$ cat config.mk
export PLATFORM = sky130hd
export DESIGN_NAME = tmr_fault_detector_flat
export DESIGN_NICKNAME = d
export VERILOG_FILES = /design/src/rtl/fd_pkg.sv /design/src/rtl/tmr_fault_detector_if.sv /design/src/rtl/fd_event_fifo.sv /design/src/rtl/tmr_fault_detector.sv /design/src/flat_wrapper.sv
export SDC_FILE = /design/constraint.sdc
export NUM_CORES = 1
export LEC_CHECK = 0
export BUFFER_PORTS_ARGS = -buffer_cell sky130_fd_sc_hd__clkbuf_2
export CAP_MARGIN = 20
export CORE_MARGIN = 2
export CORE_UTILIZATION = 30
export CTS_CLUSTER_SIZE = 20
export DETAILED_ROUTE_END_ITERATION = 7
export PLACE_DENSITY = 0.54
export SYNTH_ARGS = -nofsm -noshare
export SYNTH_HDL_FRONTEND = slang
export SYNTH_SLANG_ARGS = --single-unit
$ cat constraint.sdc
create_clock -name clk -period 4.2 [get_ports clk]
set_clock_uncertainty 0.1 [all_clocks]
set_input_delay 0 -clock clk [delete_from_list [all_inputs] [get_ports clk]]
set_output_delay 0 -clock clk [all_outputs]
set_load 0.02 [all_outputs]
$ cat src/rtl/fd_pkg.sv
// Shared types for the TMR fault detector: event kinds, lane FSM states,
// the event record carried through the report queue, and lane indices.
package fd_pkg;

    localparam int FD_SYN_W = 32;

    localparam logic [1:0] LANE_A    = 2'd0;
    localparam logic [1:0] LANE_B    = 2'd1;
    localparam logic [1:0] LANE_C    = 2'd2;
    localparam logic [1:0] LANE_NONE = 2'd3;

    typedef enum logic [1:0] {
        EVT_NONE    = 2'd0,
        EVT_SINGLE  = 2'd1,
        EVT_MULTI   = 2'd2,
        EVT_DEGRADE = 2'd3
    } fd_evt_kind_e;

    typedef enum logic [1:0] {
        LS_OK       = 2'd0,
        LS_SUSPECT  = 2'd1,
        LS_DEGRADED = 2'd2
    } fd_lane_state_e;

    // Syndrome field is sized for the widest supported lane; narrower lanes zero-extend.
    typedef struct packed {
        fd_evt_kind_e          kind;
        logic [1:0]            lane;
        logic [FD_SYN_W-1:0]   syndrome;
    } fd_event_t;

endpackage

$ cat src/rtl/tmr_fault_detector_if.sv
// Fault-event report port. valid/ready: an event transfers on a rising edge where
// evt_valid_o and evt_ready_i are both high; payload is held stable while valid waits on ready.
interface tmr_fault_detector_if #(parameter int WIDTH = 32);
    logic             evt_valid_o;
    logic             evt_ready_i;
    logic [1:0]       evt_kind_o;
    logic [1:0]       evt_lane_o;
    logic [WIDTH-1:0] evt_syndrome_o;

    modport master (
        output evt_valid_o, evt_kind_o, evt_lane_o, evt_syndrome_o,
        input  evt_ready_i
    );

    modport slave (
        input  evt_valid_o, evt_kind_o, evt_lane_o, evt_syndrome_o,
        output evt_ready_i
    );
endinterface

$ cat src/rtl/fd_event_fifo.sv
// First-word-fall-through event queue. A push into a full queue is accepted when a
// pop happens in the same cycle; otherwise it is dropped and flagged on drop_o.
module fd_event_fifo
    import fd_pkg::*;
#(
    parameter int DEPTH = 4
) (
    input  logic      clk,
    input  logic      rst_n,
    input  logic      push_i,
    input  fd_event_t push_data_i,
    input  logic      pop_i,
    output fd_event_t data_o,
    output logic      valid_o,
    output logic      full_o,
    output logic      drop_o
);
    localparam int PTR_W = (DEPTH > 1) ? $clog2(DEPTH) : 1;
    localparam int OCC_W = $clog2(DEPTH + 1);
    localparam int MEM_N = 1 << PTR_W;

    fd_event_t        mem_q [MEM_N];
    logic [PTR_W-1:0] rd_q, wr_q;
    logic [OCC_W-1:0] occ_q;
    logic             empty, pop_ok, push_ok;

    function automatic logic [PTR_W-1:0] next_ptr(input logic [PTR_W-1:0] p);
        return (p == PTR_W'(DEPTH - 1)) ? '0 : p + 1'b1;
    endfunction

    assign empty   = (occ_q == '0);
    assign full_o  = (occ_q == OCC_W'(DEPTH));
    assign valid_o = ~empty;
    assign pop_ok  = pop_i & ~empty;
    assign push_ok = push_i & (~full_o | pop_ok);
    assign drop_o  = push_i & full_o & ~pop_ok;
    assign data_o  = empty ? '0 : mem_q[rd_q];

    always_ff @(posedge clk) begin
        if (!rst_n) begin
            rd_q  <= '0;
            wr_q  <= '0;
            occ_q <= '0;
            for (int i = 0; i < MEM_N; i++) mem_q[i] <= '0;
        end else begin
            if (push_ok) begin
                mem_q[wr_q] <= push_data_i;
                wr_q        <= next_ptr(wr_q);
            end
            if (pop_ok) rd_q <= next_ptr(rd_q);
            if (push_ok && !pop_ok)      occ_q <= occ_q + 1'b1;
            else if (pop_ok && !push_ok) occ_q <= occ_q - 1'b1;
        end
    end
endmodule

$ cat src/rtl/tmr_fault_detector.sv
// Majority voter and fault classifier for three redundant lanes, with per-lane health FSMs
// and a valid/ready event report. FD_EVENT_FIFO_EN selects a FIFO_DEPTH queue; otherwise depth 1.
module tmr_fault_detector
    import fd_pkg::*;
#(
    parameter int WIDTH        = 32,
    parameter int FAULT_THRESH = 4,
    parameter int CNT_W        = 16,
    parameter int FIFO_DEPTH   = 4
) (
    input  logic                 clk,
    input  logic                 rst_n,
    input  logic [WIDTH-1:0]     lane_a_i,
    input  logic [WIDTH-1:0]     lane_b_i,
    input  logic [WIDTH-1:0]     lane_c_i,
    input  logic                 check_en_i,
    input  logic                 clear_i,
    output logic [WIDTH-1:0]     voted_o,
    output logic                 fault_o,
    output logic [5:0]           lane_state_o,
    tmr_fault_detector_if.master evt,
    output logic [CNT_W-1:0]     total_faults_o,
    output logic [CNT_W-1:0]     dropped_o
);
`ifdef FD_EVENT_FIFO_EN
    localparam int Q_DEPTH = FIFO_DEPTH;
`else
    // Single output register; FIFO_DEPTH has no effect in this build.
    localparam int Q_DEPTH = (FIFO_DEPTH > 0) ? 1 : 1;
`endif
    localparam int CW = $clog2(FAULT_THRESH + 1);

    fd_lane_state_e   state_q [3], state_d [3];
    logic [CW-1:0]    cnt_q [3], cnt_d [3];
    logic [2:0]       degrade_now;
    logic             fault_q;
    logic [CNT_W-1:0] total_q, dropped_q;

    logic             eq_ab, eq_bc, eq_ac, is_clean, is_multi, checked, evt_push;
    logic [1:0]       odd_idx;
    logic [WIDTH-1:0] odd_val;
    fd_event_t        evt_in, evt_out;
    logic             q_drop, q_full;

    assign voted_o  = (lane_a_i & lane_b_i) | (lane_b_i & lane_c_i) | (lane_a_i & lane_c_i);
    assign eq_ab    = (lane_a_i == lane_b_i);
    assign eq_bc    = (lane_b_i == lane_c_i);
    assign eq_ac    = (lane_a_i == lane_c_i);
    assign is_clean = eq_ab & eq_bc;
    assign is_multi = ~eq_ab & ~eq_bc & ~eq_ac;
    assign checked  = check_en_i & ~clear_i;
    assign evt_push = checked & ~is_clean;

    // With exactly one matching pair, the lane outside that pair is the odd one.
    always_comb begin
        odd_idx = LANE_B;
        odd_val = lane_b_i;
        if (eq_ab) begin
            odd_idx = LANE_C;
            odd_val = lane_c_i;
        end else if (eq_bc) begin
            odd_idx = LANE_A;
            odd_val = lane_a_i;
        end
    end

    always_comb begin
        degrade_now = '0;
        for (int l = 0; l < 3; l++) begin
            state_d[l] = state_q[l];
            cnt_d[l]   = cnt_q[l];
            if (clear_i) begin
                state_d[l] = LS_OK;
                cnt_d[l]   = '0;
            end else if (checked) begin
                case (state_q[l])
                    LS_OK: begin
                        if (!is_clean && !is_multi && odd_idx == 2'(l)) begin
                            state_d[l] = LS_SUSPECT;
                            cnt_d[l]   = CW'(1);
                        end
                    end
                    LS_SUSPECT: begin
                        if (!is_clean && !is_multi && odd_idx == 2'(l)) begin
                            cnt_d[l] = cnt_q[l] + 1'b1;
                            if (cnt_q[l] + 1'b1 == CW'(FAULT_THRESH)) begin
                                state_d[l]     = LS_DEGRADED;
                                degrade_now[l] = 1'b1;
                            end
                        end else begin
                            state_d[l] = LS_OK;
                            cnt_d[l]   = '0;
                        end
                    end
                    LS_DEGRADED: state_d[l] = LS_DEGRADED;
                    default: begin
                        state_d[l] = LS_OK;
                        cnt_d[l]   = '0;
                    end
                endcase
            end
        end
    end

    always_comb begin
        evt_in          = '0;
        evt_in.kind     = is_multi ? EVT_MULTI : ((|degrade_now) ? EVT_DEGRADE : EVT_SINGLE);
        evt_in.lane     = is_multi ? LANE_NONE : odd_idx;
        evt_in.syndrome = is_multi
            ? FD_SYN_W'((lane_a_i ^ lane_b_i) | (lane_b_i ^ lane_c_i) | (lane_a_i ^ lane_c_i))
            : FD_SYN_W'(odd_val ^ voted_o);
    end

    always_ff @(posedge clk) begin
        if (!rst_n) begin
            for (int l = 0; l < 3; l++) begin
                state_q[l] <= LS_OK;
                cnt_q[l]   <= '0;
            end
            fault_q   <= 1'b0;
            total_q   <= '0;
            dropped_q <= '0;
        end else begin
            for (int l = 0; l < 3; l++) begin
                state_q[l] <= state_d[l];
                cnt_q[l]   <= cnt_d[l];
            end
            fault_q <= evt_push;
            if (clear_i) begin
                total_q   <= '0;
                dropped_q <= '0;
            end else begin
                if (evt_push && total_q != '1) total_q <= total_q + 1'b1;
                if (q_drop && dropped_q != '1) dropped_q <= dropped_q + 1'b1;
            end
        end
    end

    fd_event_fifo #(.DEPTH(Q_DEPTH)) u_evt_fifo (
        .clk         (clk),
        .rst_n       (rst_n),
        .push_i      (evt_push),
        .push_data_i (evt_in),
        .pop_i       (evt.evt_ready_i),
        .data_o      (evt_out),
        .valid_o     (evt.evt_valid_o),
        .full_o      (q_full),
        .drop_o      (q_drop)
    );

    assign evt.evt_kind_o     = evt_out.kind;
    assign evt.evt_lane_o     = evt_out.lane;
    assign evt.evt_syndrome_o = evt_out.syndrome[WIDTH-1:0];
    assign fault_o            = fault_q;
    assign lane_state_o       = {state_q[2], state_q[1], state_q[0]};
    assign total_faults_o     = total_q;
    assign dropped_o          = dropped_q;

    // The full flag only shapes push acceptance inside the queue.
    logic unused_full;
    assign unused_full = q_full;
endmodule

$ cat src/flat_wrapper.sv
// flat-port wrapper written by rule: the top's interface ports become plain ports
module tmr_fault_detector_flat import fd_pkg::*;
#(
    parameter int WIDTH        = 32,
    parameter int FAULT_THRESH = 4,
    parameter int CNT_W        = 16,
    parameter int FIFO_DEPTH   = 4
)
  (clk, rst_n, lane_a_i, lane_b_i, lane_c_i, check_en_i, clear_i, voted_o, fault_o, lane_state_o, total_faults_o, dropped_o, evt_evt_valid_o, evt_evt_kind_o, evt_evt_lane_o, evt_evt_syndrome_o, evt_evt_ready_i);
  tmr_fault_detector_if #(.WIDTH(WIDTH)) evt_i ();
  input  logic clk;
  input  logic rst_n;
  input  logic [WIDTH-1:0] lane_a_i;
  input  logic [WIDTH-1:0] lane_b_i;
  input  logic [WIDTH-1:0] lane_c_i;
  input  logic check_en_i;
  input  logic clear_i;
  output logic [WIDTH-1:0] voted_o;
  output logic fault_o;
  output logic [5:0] lane_state_o;
  output logic [CNT_W-1:0] total_faults_o;
  output logic [CNT_W-1:0] dropped_o;
  output wire logic [$bits(evt_i.evt_valid_o)-1:0] evt_evt_valid_o;
  output wire logic [$bits(evt_i.evt_kind_o)-1:0] evt_evt_kind_o;
  output wire logic [$bits(evt_i.evt_lane_o)-1:0] evt_evt_lane_o;
  output wire logic [$bits(evt_i.evt_syndrome_o)-1:0] evt_evt_syndrome_o;
  input wire logic [$bits(evt_i.evt_ready_i)-1:0] evt_evt_ready_i;
  assign evt_evt_valid_o = evt_i.evt_valid_o;
  assign evt_evt_kind_o = evt_i.evt_kind_o;
  assign evt_evt_lane_o = evt_i.evt_lane_o;
  assign evt_evt_syndrome_o = evt_i.evt_syndrome_o;
  assign evt_i.evt_ready_i = evt_evt_ready_i;
  tmr_fault_detector #(.WIDTH(WIDTH), .FAULT_THRESH(FAULT_THRESH), .CNT_W(CNT_W), .FIFO_DEPTH(FIFO_DEPTH)) u_core (.clk(clk), .rst_n(rst_n), .lane_a_i(lane_a_i), .lane_b_i(lane_b_i), .lane_c_i(lane_c_i), .check_en_i(check_en_i), .clear_i(clear_i), .voted_o(voted_o), .fault_o(fault_o), .lane_state_o(lane_state_o), .evt(evt_i), .total_faults_o(total_faults_o), .dropped_o(dropped_o));
endmodule
## Word-level counts from Yosys, hierarchy flattened

Memory sizes are Yosys's and may differ from the RTL's. A register that Yosys moved wholly into a read port is not among the register bits.
Cells that the tools add are included.

| storage, ports and cells | value |
|---|---|
| flip-flop bits (word level) | 36 |
| bits in latches | 0 |
| bits in writable memories | 87 |
| ROM bits | 0 |
| output and inout port bits | 108 |
| word-level logic and storage cells | 166 |
| memories | 3 |

| cells by class | value |
|---|---|
| add/subtract/negate cells | 9 |
| $mul | 0 |
| div/mod/pow operators | 0 |
| order comparisons | 0 |
| equality and inequality tests | 16 |
| shifts and indexed selects | 0 |
| multiplexer cells | 77 |
| bitwise logic cells | 35 |
| reductions and logical operators | 20 |

Memories:

| memory | depth | width | rd ports | clocked after Yosys merged registers in | write ports | RTL line | text |
|---|---|---|---|---|---|---|---|
| u_core.u_evt_fifo.mem_q | 2 | 36 | 1 | 1 | 2 | fd_event_fifo.sv:22 | `fd_event_t mem_q [MEM_N];` |
| u_core.cnt_q | 3 | 3 | 3 | 0 | 3 | tmr_fault_detector.sv:34 | `logic [CW-1:0] cnt_q [3], cnt_d [3];` |
| u_core.state_q | 3 | 2 | 3 | 0 | 3 | tmr_fault_detector.sv:33 | `fd_lane_state_e state_q [3], state_d [3];` |

Operator list:

| cell | count |
|---|---|
| $or 32x32->32 | 4 |
| $xor 32x32->32 | 4 |
| $and 32x32->32 | 3 |
| $eq 32x32->1 | 3 |
| $mux 32 | 3 |
| $mux 36 | 2 |
| $mux 3 | 15 |
| $mux 2 | 22 |
| $reduce_or 36->1 | 1 |
| $add 16x1->16 const B | 2 |
| $ne 16x16->1 const B | 2 |
| $mux 1 | 29 |
| $pmux 3 s3 | 3 |
| $pmux 2 s3 | 3 |
| $add 3x1->3 const B | 3 |
| $and 1x1->1 | 9 |
| $eq 3x3->1 const B | 3 |
| $eq 2x1->1 const B | 4 |
| $eq 2x2->1 const B | 4 |
| $logic_and 1x1->1 | 8 |
| $logic_not 2->1 | 4 |
| $not 1->1 | 8 |
| $or 1x1->1 | 7 |
| $logic_not 1->1 | 4 |
| other kinds (5) | 7 |

## Longest topological paths before layout

Gate-level depths: netlist of the first run.

| logic depth | value |
|---|---|
| word-level depth | 15 |
| gate-level depth with buffers | 9 |

## By module

Synthesis of the first run repeated with hierarchy kept, for this count alone.

| unflattened totals | value |
|---|---|
| cells, all modules | 1017 |
| area, all modules | 8607.0 µm² |

By module, submodules not included:

| module | times used | cells each | area each (µm²) |
|---|---|---|---|
| tmr_fault_detector | 1 | 891 | 6845.3 |
| fd_event_fifo | 1 | 126 | 1761.7 |

## Worst setup path after synthesis of the first run

OpenSTA, ideal clock, no wires.

| timing | value |
|---|---|
| kind | input -> register |
| start | input lane_b_i[6] |
| end | memory u_core.u_evt_fifo.mem_q[0][0] (netlist bit), enable pin |
| library setup time | 0.479 ns |
| arrival time | 3.432 ns |
| data required time | 3.621 ns |
| setup slack | 0.189 ns |
| stages on the path | 6 |
| cells stage by stage | ha_1 nor4_1 nand4_1 o41ai_4 buf_2 o21ai_0 |

RTL lines:

| element | RTL line | text |
|---|---|---|
| from (decl) | flat_wrapper.sv:14 | `input logic [WIDTH-1:0] lane_b_i;` |
| to (decl) | fd_event_fifo.sv:22 |  |

==> impl_metrics.toml, run 1 <==
[logic_synthesis]
synth_nets = 974
yosysTopAreaCellShare_pct = 18.18
netlist_area_um2 = 7157
yosys.area.top_type = "ha_1"
synthTopCellsByArea = "ha_1 (18%), edfxtp_1 (15%), dfxtp_1 (14%), xnor2_1 (11%), mux2i_1 (4.8%)"
seq_area_frac_synth_pct = 28.81
yosysWarnings = 0
synth-seq-cells = 85
ys_types = 39
synth_cells = 769
syn_area_per_cell_um2 = 9.307

[cts]
clock_path_buffers = 2
cts_resized = 0
htreeDepth = 3
cts.sinks = 85
cts_tree = "yes"
clk_pin_slew_ns = 0.07
cts_buffers = 9
clk_latency_ns = 0.35
cts_root_buf = "clkbuf_16"

[sta]
rsz0062_at_grt = "no"
finalSetupViolations = 0
worst_slew_pin_slew_ns = 0.9045
fmax_mhz = 335.7
period_share_pct = 70.93
setup_tns_ns = 0
drv_slew = 0
slew_headroom_pct = 38.85
hold_slack_ns = 0.07465
timing.final.ws_setup_ns = 1.221
hold_viol = 0
fin_crit_ns = 2.979

[critical_path]
crit_type = "input port to flip-flop"
crit_chain = "clkbuf_2, ha_1, nor4_1, nand4_1, nor2_4, buf_4, nor4b_1, clkbuf_2, or3b_2, a31oi_1"
crit_buf_inv = 3
cp-end-kind = "flip-flop"
r2r-end = "u_core.u_evt_fifo.mem_q[0][23]$_SDFFCE_PN0P_"
rr_worst_depth = 6
cp_max_fo = 11
crit_top_cell = "clkbuf_2"
reg2reg_from = "u_core.u_evt_fifo.full_o$_SDFFE_PN0P_"
startpoint_type = "input port"
cp_data_required_time_ns = 4.37
worstPathArrival_ns = 3.15
rrSetupSlack_ns = 1.71
crit_family = "simple AND/OR/NAND/NOR gates"
crit_slowest_cell = "nor4_1"
slowest_delay_ns = 0.60

[place]
pre_cts_ws_ns = 1.012
place_congestion = 0.8240
post_dp_cell_area_um2 = 8483
place.detailed.instances = 1244
dp_hpwl_um = 17760
io_buffers = 208

[drt]
antenna_left = 0
drt-vias-per-instance = 5.154
vias = 6509
drtIter0Drc = 314
drt_wl_total_um = 22970
dr.pass1.iters = 4
wire_per_inst_um = 18.19
drc = 0

[layout]
area_growth_pct = 23.08
fin_nets = 1144
drive_above_1_share_pct = 26.27
n_antenna_cell = 0
finalInstanceArea_um2 = 8808
final_cells = 1263
utilization_pct = 37.53

[die]
start_util_pct = 30.49
die_x_um = 158.5
core-area_um2 = 23470
ios = 209
num_rows = 56
dieHeight_um = 158.5
dieArea_um2 = 25110

[worst_hold_path]
holdPathEnd = "u_core.state_q[0][3]$_SDFFE_PP0P_"
hp-class = "input port to flip-flop"
worst_hold_startpoint = "clear_i"
holdPathStages = 5

[power_and_ir_drop]
finalPower_mw = 2.271
p_leak_nw = 3.803
p_clk_share_pct = 36.5
sw_frac_of_total_pct = 32.24
internal_power_mw = 1.539
seqPwrFrac_pct = 39.4
p_comb_share_pct = 24.1
ir_drop_mv = 0.1605
power.density_nw_per_um2 = 257.8
p_switching_mw = 0.7321

[global_routing]
antenna_found_initial = 1
grt_max_degree = 41
overflow = 0
grt_pass1_wl_um = 35020
grt_util_all_layers_pct = 18.21
grt_pass1_vias = 6399

[flow_run]
maxCapViolCount = 0

[outcome]
status = "completed"
cells in the final DEF, fill, tap and decap left out, types with 2 or more instances in the layout:
master | synthesis | layout
clkbuf_2 | 0 | 209
ha_1 | 104 | 104
xnor2_1 | 92 | 92
dfxtp_1 | 49 | 49
nor2_1 | 48 | 46
a21oi_1 | 44 | 44
nor4_1 | 39 | 38
or3_1 | 36 | 36
and2_1 | 36 | 36
edfxtp_1 | 36 | 36
mux2i_1 | 34 | 34
or4_1 | 32 | 32
o211a_1 | 32 | 32
nand4_1 | 22 | 22
nand2_1 | 19 | 19
buf_4 | 6 | 15
nand3_1 | 14 | 14
nor3_1 | 13 | 13
inv_1 | 10 | 10
clkbuf_16 | 0 | 9
nor4b_1 | 7 | 7
a31oi_1 | 5 | 5
a22oi_1 | 4 | 4
nor2b_1 | 3 | 3
nand2b_1 | 3 | 3
nand4b_1 | 3 | 3
nand3b_1 | 3 | 3
inv_8 | 0 | 3
nor2_4 | 0 | 2
and3_1 | 2 | 2
inv_6 | 0 | 2
dlygate4sd3_1 | 0 | 2
routing by layer:
| layer | part of all wire, % | GRT usage, % | up-vias |
|---|---|---|---|
| li1 | - | - | 3204 |
| met1 | 44 | 22.85 | 3069 |
| met2 | 47 | 31.14 | 195 |
| met3 | 5.9 | 3.674 | 39 |
| met4 | 2.6 | 6.263 | 2 |
| met5 | 0.057 | 0 | - |
cells in the mapped netlist (all sizes together):
| library cell | count |
|---|---|
| xnor2 | 92 |
| and3 | 2 |
| a22oi | 4 |
| or4 | 32 |
| inv | 10 |
| a31oi | 5 |
| o21a | 1 |
| or3 | 36 |
| or3b | 2 |
| buf | 13 |
| o21ai | 2 |
| o22ai | 1 |
| nand2b | 3 |
| o41ai | 2 |
| nand2 | 19 |
| nand4b | 3 |
| mux2i | 34 |
| nor3 | 13 |
| nor3b | 1 |
| o211a | 32 |
| edfxtp | 36 |
| nand4 | 22 |
| nor4 | 39 |
| clkbuf | 55 |
| nor2 | 48 |
| nand3 | 14 |
| nand3b | 3 |
| a21oi | 44 |
| ha | 104 |
| nor2b | 3 |
| dfxtp | 49 |
| a311oi | 1 |
| and2 | 36 |
| or4b | 1 |
| nor4b | 7 |
timing repair:
action / CTS / global route
endpoints found under the hold margin: 2 / 0
setup buffers: 0 / 0
hold buffers: 2 / 0
final cells by class:
type                       instances  area, um^2
fill                            2469       14660
multi-input combinational        606        4811
sequential                        85        2062
timing repair buffer             227        1199
tap                              319       399.1
clock buffer                       9       225.2
clock inverter                     7       75.07
inverter                          10       37.54
worst register-to-register path, cell delays in order (launching register included):
cell and delay [ns]:
dfxtp_1 0.31, buf_4 0.36, nor2b_1 0.65, or3_1 0.26, buf_4 0.32, a21oi_1 0.08
o211a_1 0.16
sequential cells by signal (all words and copies together) (netlist names):
register / cells
u_core.u_evt_fifo.mem_q: 36
u_core.dropped_o: 16
u_core.total_faults_o: 16
u_core.cnt_q: 9
u_core.state_q: 6
u_core.fault_o: 1
u_core.u_evt_fifo.full_o: 1
kinds of logic after synthesis:
| group | count (synthesis) | synth area share [%] |
|---|---|---|
| buffers and inverters | 78 | 4.510 |
| DFF | 85 | 28.81 |
| xor gates and xnor gates | 92 | 11.26 |
| and+or+nand+nor | 284 | 23.11 |
| AOI/OAI and AO/OA | 92 | 9.371 |
| adders and majority gates | 104 | 18.18 |
| muxes | 34 | 4.755 |
power groups by stage:
stage / clock [mW] / combinational, mW / sequential (mW)
after global routing: 0.882 / 0.608 / 0.897
after global placement: 0 / 0.542 / 0.914
after CTS: 0.858 / 0.552 / 0.895
after detailed placement: 0 / 0.546 / 0.914
final: 0.828 / 0.548 / 0.895
after floorplan: 0 / 0.335 / 0.914
worst max path at each step:
stage,from,to,slack [ns],cells past startpoint
after floorplan,lane_b_i[6],u_core.u_evt_fifo.mem_q[0][0]$_SDFFCE_PN0P_,0.19,6
after global placement,lane_a_i[31],u_core.u_evt_fifo.mem_q[0][11]$_SDFFCE_PN0P_,1.12,8
after detailed placement,lane_b_i[17],u_core.cnt_q[0][4]$_SDFFE_PP0P_,1.01,9
after CTS,lane_b_i[17],u_core.cnt_q[0][4]$_SDFFE_PP0P_,1.41,9
after global routing,lane_b_i[17],u_core.cnt_q[0][4]$_SDFFE_PP0P_,1.15,10
final,lane_b_i[17],u_core.cnt_q[0][4]$_SDFFE_PP0P_,1.22,10
No activity file was read; power rests on OpenSTA's default activity.
==> run 2: changes to the inputs <==
--- a/config.mk
+++ b/config.mk
@@ -5,13 +5,14 @@
 export SDC_FILE = /design/constraint.sdc
 export NUM_CORES = 1
 export LEC_CHECK = 0
+export ABC_AREA = 1
 export BUFFER_PORTS_ARGS = -buffer_cell sky130_fd_sc_hd__clkbuf_2
 export CAP_MARGIN = 20
 export CORE_MARGIN = 2
 export CORE_UTILIZATION = 30
 export CTS_CLUSTER_SIZE = 20
 export DETAILED_ROUTE_END_ITERATION = 7
-export PLACE_DENSITY = 0.54
+export PLACE_DENSITY = 0.52
 export SYNTH_ARGS = -nofsm -noshare
 export SYNTH_HDL_FRONTEND = slang
 export SYNTH_SLANG_ARGS = --single-unit
==> constraint.sdc (replaced) <==
create_clock -name clk -period 2.8 [get_ports clk]
set_clock_uncertainty 0.1 [all_clocks]
set_input_delay 0 -clock clk [delete_from_list [all_inputs] [get_ports clk]]
set_output_delay 0 -clock clk [all_outputs]
set_load 0.02 [all_outputs]
==> run 2 against run 1 <==
Net effect:
- total power rose by 50%
- design area grew 7.6%
- die area up 7.4%
- non-clock buffer count fell by 1
- core utilization is 0.12 points higher
- flip-flop and latch count did not move
- area after synthesis rose by 7.6%
- count of clock-buffer cells in the layout is 1 higher
- combinational power increased by 48%
- critical path type is now flip-flop to flip-flop
- critical endpoint is now u_core.total_faults_o[2]$_SDFFE_PP0P_
- largest cell class unchanged
- highest routed layer is now met4
==> impl_metrics.toml, run 2 <==
[critical_path]
worstPathArrival_ns = 2.41
crit_type = "flip-flop to flip-flop"
cp_max_fo = 15
cp-end-kind = "flip-flop"
startpoint_type = "flip-flop"
cp_data_required_time_ns = 2.98

[cts]
cts_root_buf = "clkbuf_16"
htreeDepth = 3
cts.sinks = 85
cts_resized = 0
cts_tree = "yes"
clock_path_buffers = 2
clk_pin_slew_ns = 0.07
hold_buffers = 4
clk_latency_ns = 0.35
post_cts_buffers = 0
cts_buffers = 9

[logic_synthesis]
synthArstFlopShare_pct = 0
yosys.area.top_type = "ha_1"
synth_fa_ha_area_share_pct = 16.90
yosysTopAreaCellShare_pct = 16.90
synth_nets = 1341
ys_top_cells_by_count = "nand2_1 (303), inv_1 (127), nand3_1 (121), nor2_1 (107), ha_1 (104)"
synth_compound_area_share_pct = 9.361
synth_edf_count = 36
seq_area_frac_synth_pct = 26.78
synth_top_family_by_area = "simple AND/OR/NAND/NOR gates"
netlist_area_um2 = 7699
yosysMostFrequentCell = "nand2_1"
synthTopCellsByArea = "ha_1 (17%), nand2_1 (15%), edfxtp_1 (14%), dfxtp_1 (13%), nand3_1 (7.9%)"
syn_area_per_cell_um2 = 6.777
synth_xor_area_share_pct = 2.275
synth_ff_type = "dfxtp_1"
ys_types = 35
synth_mux_area_share_pct = 0
yosys.area_share.simple_pct = 35.87
yosysWarnings = 0
synth-seq-cells = 85
synth_cells = 1136

[die]
core-area_um2 = 25180
ios = 209
num_rows = 58
dieHeight_um = 164.2
start_util_pct = 30.57
die_x_um = 164.2
dieArea_um2 = 26960

[sta]
fmax_mhz = 449.2
rsz0062_at_grt = "no"
finalSetupViolations = 0
fin_crit_ns = 2.226
slew_headroom_pct = 50.75
worst_slew_pin_slew_ns = 0.7360
period_share_pct = 79.50
hold_viol = 0
setup_tns_ns = 0
drv_slew = 0

[global_routing]
grt_pass1_vias = 7654
grt_max_degree = 38
overflow = 0
grt_util_all_layers_pct = 18.68
grt_pass1_wl_um = 39610
antenna_found_initial = 2

[drt]
dr.pass1.iters = 5
vias = 8358
drt-vias-per-instance = 4.996
wire_per_inst_um = 15.40
antenna_left = 0
drc = 0
drtIter0Drc = 547
drt_wl_total_um = 25760

[layout]
multiInputGateArea_um2 = 4977
fin_nets = 1541
largest_reg_flops = 36
area_growth_pct = 23.13
drive_above_1_share_pct = 19.31
layout_commonest_cell = "nand2_1"
fillers = 2740
seqCellArea_um2 = 2063
final_cell_mix = "nand2_1 (302), clkbuf_2 (208), inv_1 (127), nand3_1 (121), nor2_1 (107)"
utilization_pct = 37.64
top_register = "u_core.u_evt_fifo.mem_q"

[flow_run]
maxCapViolCount = 0

[outcome]
status = "completed"

[power_and_ir_drop]
finalPower_mw = 3.399
power.density_nw_per_um2 = 358.6
p_leak_nw = 4.800
ir_drop_mv = 0.2380

[worst_hold_path]
hp-class = "input port to flip-flop"

[place]
place_congestion = 0.8266
dp_hpwl_um = 19300
io_buffers = 208
==> run 2: worst paths after layout <==
path | from | end | slack, ns | depth (start not counted)
worst max-delay path | u_core.total_faults_o[0]$_SDFFE_PP0P_ | u_core.total_faults_o[2]$_SDFFE_PP0P_ | 0.57 | 9
worst min-delay path | clear_i | u_core.total_faults_o[13]$_SDFFE_PP0P_ | 0.02 | 5
worst max register to register | u_core.total_faults_o[0]$_SDFFE_PP0P_ | u_core.total_faults_o[2]$_SDFFE_PP0P_ | 0.57 | 9
worst min register to register | u_core.cnt_q[0][2]$_SDFFE_PP0P_ | u_core.cnt_q[0][2]$_SDFFE_PP0P_ | 0.36 | 2
==> run 2: kinds of logic (layout without fill, tap and decap cells) <==
| kind of cell | after synthesis | after routing |
|---|---|---|
| and+or+nand+nor | 634 | 634 |
| buffers and inverters | 169 | 374 |
| AOI/OAI and AO/OA | 124 | 124 |
| other | 0 | 2 |
| xor gates and xnor gates | 20 | 20 |
| DFF | 85 | 85 |
| adders and majority gates | 104 | 104 |
==> run 2: routing by layer <==
metal  vias to the layer above  track usage [%]  routed length [um]
li1                       4250                -                   -
met1                      3832            25.93               12420
met2                       248            29.75               11300
met3                        28            3.056                1546
met4                         0            5.423                 493
met5                         -                0                   0
==> run 2: through the flow <==
stage	instance area [um^2]	setup slack, ns	instances	hold slack (ns)
after global routing	9479	0.3698	1673	0.03139
after floorplan	7702	0.5310	1136	0.05145
after global placement	9133	0.3351	1651	0.2769
after CTS	9474	0.5098	1671	0.01740
final	9479	0.5739	1673	0.02317
after detailed placement	9133	0.2866	1651	0.2304
==> run 2: cell type report <==
class | count | area share, %
well taps | 330 | 4.356
diodes | 2 | 0.05280
inverters | 132 | 5.227
repair buffers | 226 | 12.91
clock buffers | 10 | 2.640
clock inverters | 6 | 0.5412
flip-flops and latches | 85 | 21.77
multi-input cells | 882 | 52.51
==> run 2: critical path, cell delays in order (launching register included) <==
cell and delay, ns:
dfxtp_1 0.44, ha_1 0.26, nand3_1 0.19, nor2_1 0.21
nand4_1 0.16, nand3_2 0.30, inv_2 0.19, nand2_1 0.11
o21ai_0 0.07, a21oi_1 0.12
==> run 2: power by group <==
group          internal [mW]  switching (mW)
registers               1.34          0.0150
clock network          0.671           0.566
logic                  0.297           0.511
==> run 3: changes to the inputs <==
--- a/config.mk
+++ b/config.mk
@@ -5,7 +5,7 @@
 export SDC_FILE = /design/constraint.sdc
 export NUM_CORES = 1
 export LEC_CHECK = 0
-export ABC_AREA = 1
+export ABC_AREA = 0
 export BUFFER_PORTS_ARGS = -buffer_cell sky130_fd_sc_hd__clkbuf_2
 export CAP_MARGIN = 20
 export CORE_MARGIN = 2
==> constraint.sdc (replaced) <==
create_clock -name clk -period 2.25 [get_ports clk]
set_clock_uncertainty 0.1 [all_clocks]
set_input_delay 0 -clock clk [delete_from_list [all_inputs] [get_ports clk]]
set_output_delay 0 -clock clk [all_outputs]
set_load 0.02 [all_outputs]
==> run 3 against run 2 <==
Net effect:
- sequential share of layout area down 2.0 points
- first-iteration DRC count down 27%
- hold slack better by 0.029 ns
- die area down 6.9%
- total power up 33%
- global-route usage up 0.52 points
- critical path type is now input port to flip-flop
- flip-flop and latch count unchanged
- the run now ends with negative setup slack left
==> impl_metrics.toml, run 3 (synthesized netlist as in run 1, its figures left out) <==
[drt]
wire_per_inst_um = 18.40
drt-vias-per-instance = 5.094
dr.pass1.iters = 5
drtIter0Drc = 398
antenna_left = 0
drt_wl_total_um = 25110
drc = 0
vias = 6953

[sta]
fmax_mhz = 441.9
setup_tns_ns = -0.08747
hold_viol = 0
worst_slew_pin_slew_ns = 0.4255
slew_headroom_pct = 71.37
rsz0062_at_grt = "yes"
timing.final.ws_setup_ns = -0.01284
period_share_pct = 100.6
finalSetupViolations = 11
fin_crit_ns = 2.263
drv_slew = 0
hold_slack_ns = 0.05230

[global_routing]
grt_pass1_wl_um = 37080
overflow = 0
grt_max_degree = 37
grt_util_all_layers_pct = 19.20
grt_pass1_vias = 6694
antenna_found_initial = 0

[critical_path]
crit_path_start = "lane_b_i[25]"
startpoint_type = "input port"
crit_type = "input port to flip-flop"
cp_max_fo = 7
cp-end-kind = "flip-flop"
worstPathArrival_ns = 2.28
reg2reg_from = "u_core.dropped_o[1]$_SDFFE_PP0P_"
cp_data_required_time_ns = 2.27

[layout]
top_register = "u_core.u_evt_fifo.mem_q"
drive_above_1_share_pct = 39.96
final_cell_mix = "clkbuf_2 (194), buf_4 (100), xnor2_1 (92), ha_1 (81), dfxtp_1 (49)"
utilization_pct = 44.48
finalInstanceArea_um2 = 10440
area_growth_pct = 45.87
n_antenna_cell = 0
layout_commonest_cell = "clkbuf_2"
largest_reg_flops = 36
fin_nets = 1246

[place]
post_dp_cell_area_um2 = 9204
io_buffers = 208
dp_hpwl_um = 18720
place_congestion = 0.8440

[cts]
htreeDepth = 3
cts_buffers = 9
cts.sinks = 85
cts_root_buf = "clkbuf_16"
clk_pin_slew_ns = 0.08
clock_path_buffers = 2
clk_latency_ns = 0.36
cts_tree = "yes"

[power_and_ir_drop]
finalPower_mw = 4.525
seqPwrFrac_pct = 37.0
p_switching_mw = 1.486
ir_drop_mv = 0.3205
p_comb_share_pct = 28.8
p_leak_nw = 4.433
internal_power_mw = 3.040
sw_frac_of_total_pct = 32.83
p_clk_share_pct = 34.2
power.density_nw_per_um2 = 433.5

[outcome]
violations = "negative setup slack"
status = "finished with violations"

[die]
die_x_um = 158.5
start_util_pct = 30.49
dieArea_um2 = 25110
dieHeight_um = 158.5
num_rows = 56
core-area_um2 = 23470
ios = 209

[worst_hold_path]
worst_hold_startpoint = "check_en_i"
hp-class = "input port to flip-flop"

[flow_run]
maxCapViolCount = 0
==> run 3: cell count changes in the layout (fill, tap and decap cells not counted), moves of 51 or more <==
| cell | previous run | this run |
|---|---|---|
| a21oi_1 | 72 | 21 |
| buf_4 | 11 | 100 |
| nor2_1 | 107 | 45 |
| nand3_1 | 121 | 14 |
| nand2_1 | 302 | 19 |
| xnor2_1 | 5 | 92 |
| inv_1 | 127 | 10 |
==> run 3: timing repair <==
action	in CTS	in global routing
setup buffers	8	6
setup endpoints to repair	96	98
resized for setup	25	105
pin swaps	4	54
cloned	1	5
hold buffers	2	0
endpoints found under the hold margin	2	0
==> run 3: layer usage <==
layer	up-vias	global-route usage (%)	part of all wire, %	routed length [um]
met2	172	33.31	48	12150
met4	0	4.848	1.8	450
met3	25	3.021	4.5	1136
met1	3336	24.89	45	11380
li1	3420	-	-	-
met5	-	0	0	0
==> run 3: per-stage QoR <==
step                      std cells  setup slack, ns
after CTS                      1356        0.0001728
after detailed placement       1329          -0.5365
final                          1365         -0.01284
after floorplan                 769         0.008562
after global placement         1329          -0.5218
after global routing           1365         -0.07606
==> run 3: power by group through the flow <==
stage,clock network (mW),logic (mW),registers [mW]
after floorplan,0,0.627,1.70
after global placement,0,1.10,1.71
after detailed placement,0,1.11,1.71
after CTS,1.59,1.15,1.67
after global routing,1.66,1.42,1.68
final,1.55,1.31,1.67
==> run 3: final cells by class <==
class / count / area (um^2)
fill: 2346 / 13030
multi-input combinational: 606 / 5410
timing repair buffer: 329 / 2242
sequential: 85 / 2062
tap: 319 / 399.1
clock buffer: 9 / 225.2
clock inverter: 7 / 63.81
inverter: 10 / 37.54
==> run 3: final timing paths <==
check / end / slack, ns / cells after the start
worst min-delay path: u_core.cnt_q[0][8]$_SDFFE_PP0P_ / 0.05 / 5
worst min register to register: u_core.cnt_q[0][2]$_SDFFE_PP0P_ / 0.38 / 2
worst max-delay path: u_core.u_evt_fifo.mem_q[0][12]$_SDFFCE_PN0P_ / -0.01 / 11
worst max register to register: u_core.dropped_o[15]$_SDFFE_PP0P_ / 0.30 / 7
==> run 3: critical path, cell delays in order <==
cell and delay (ns):
buf_2 0.14, ha_4 0.26, nor4_4 0.28, buf_4 0.16, nand4_1 0.19, buf_4 0.21
o41ai_4 0.33, or3_4 0.34, clkbuf_16 0.20, a21oi_1 0.04, o211a_1 0.13
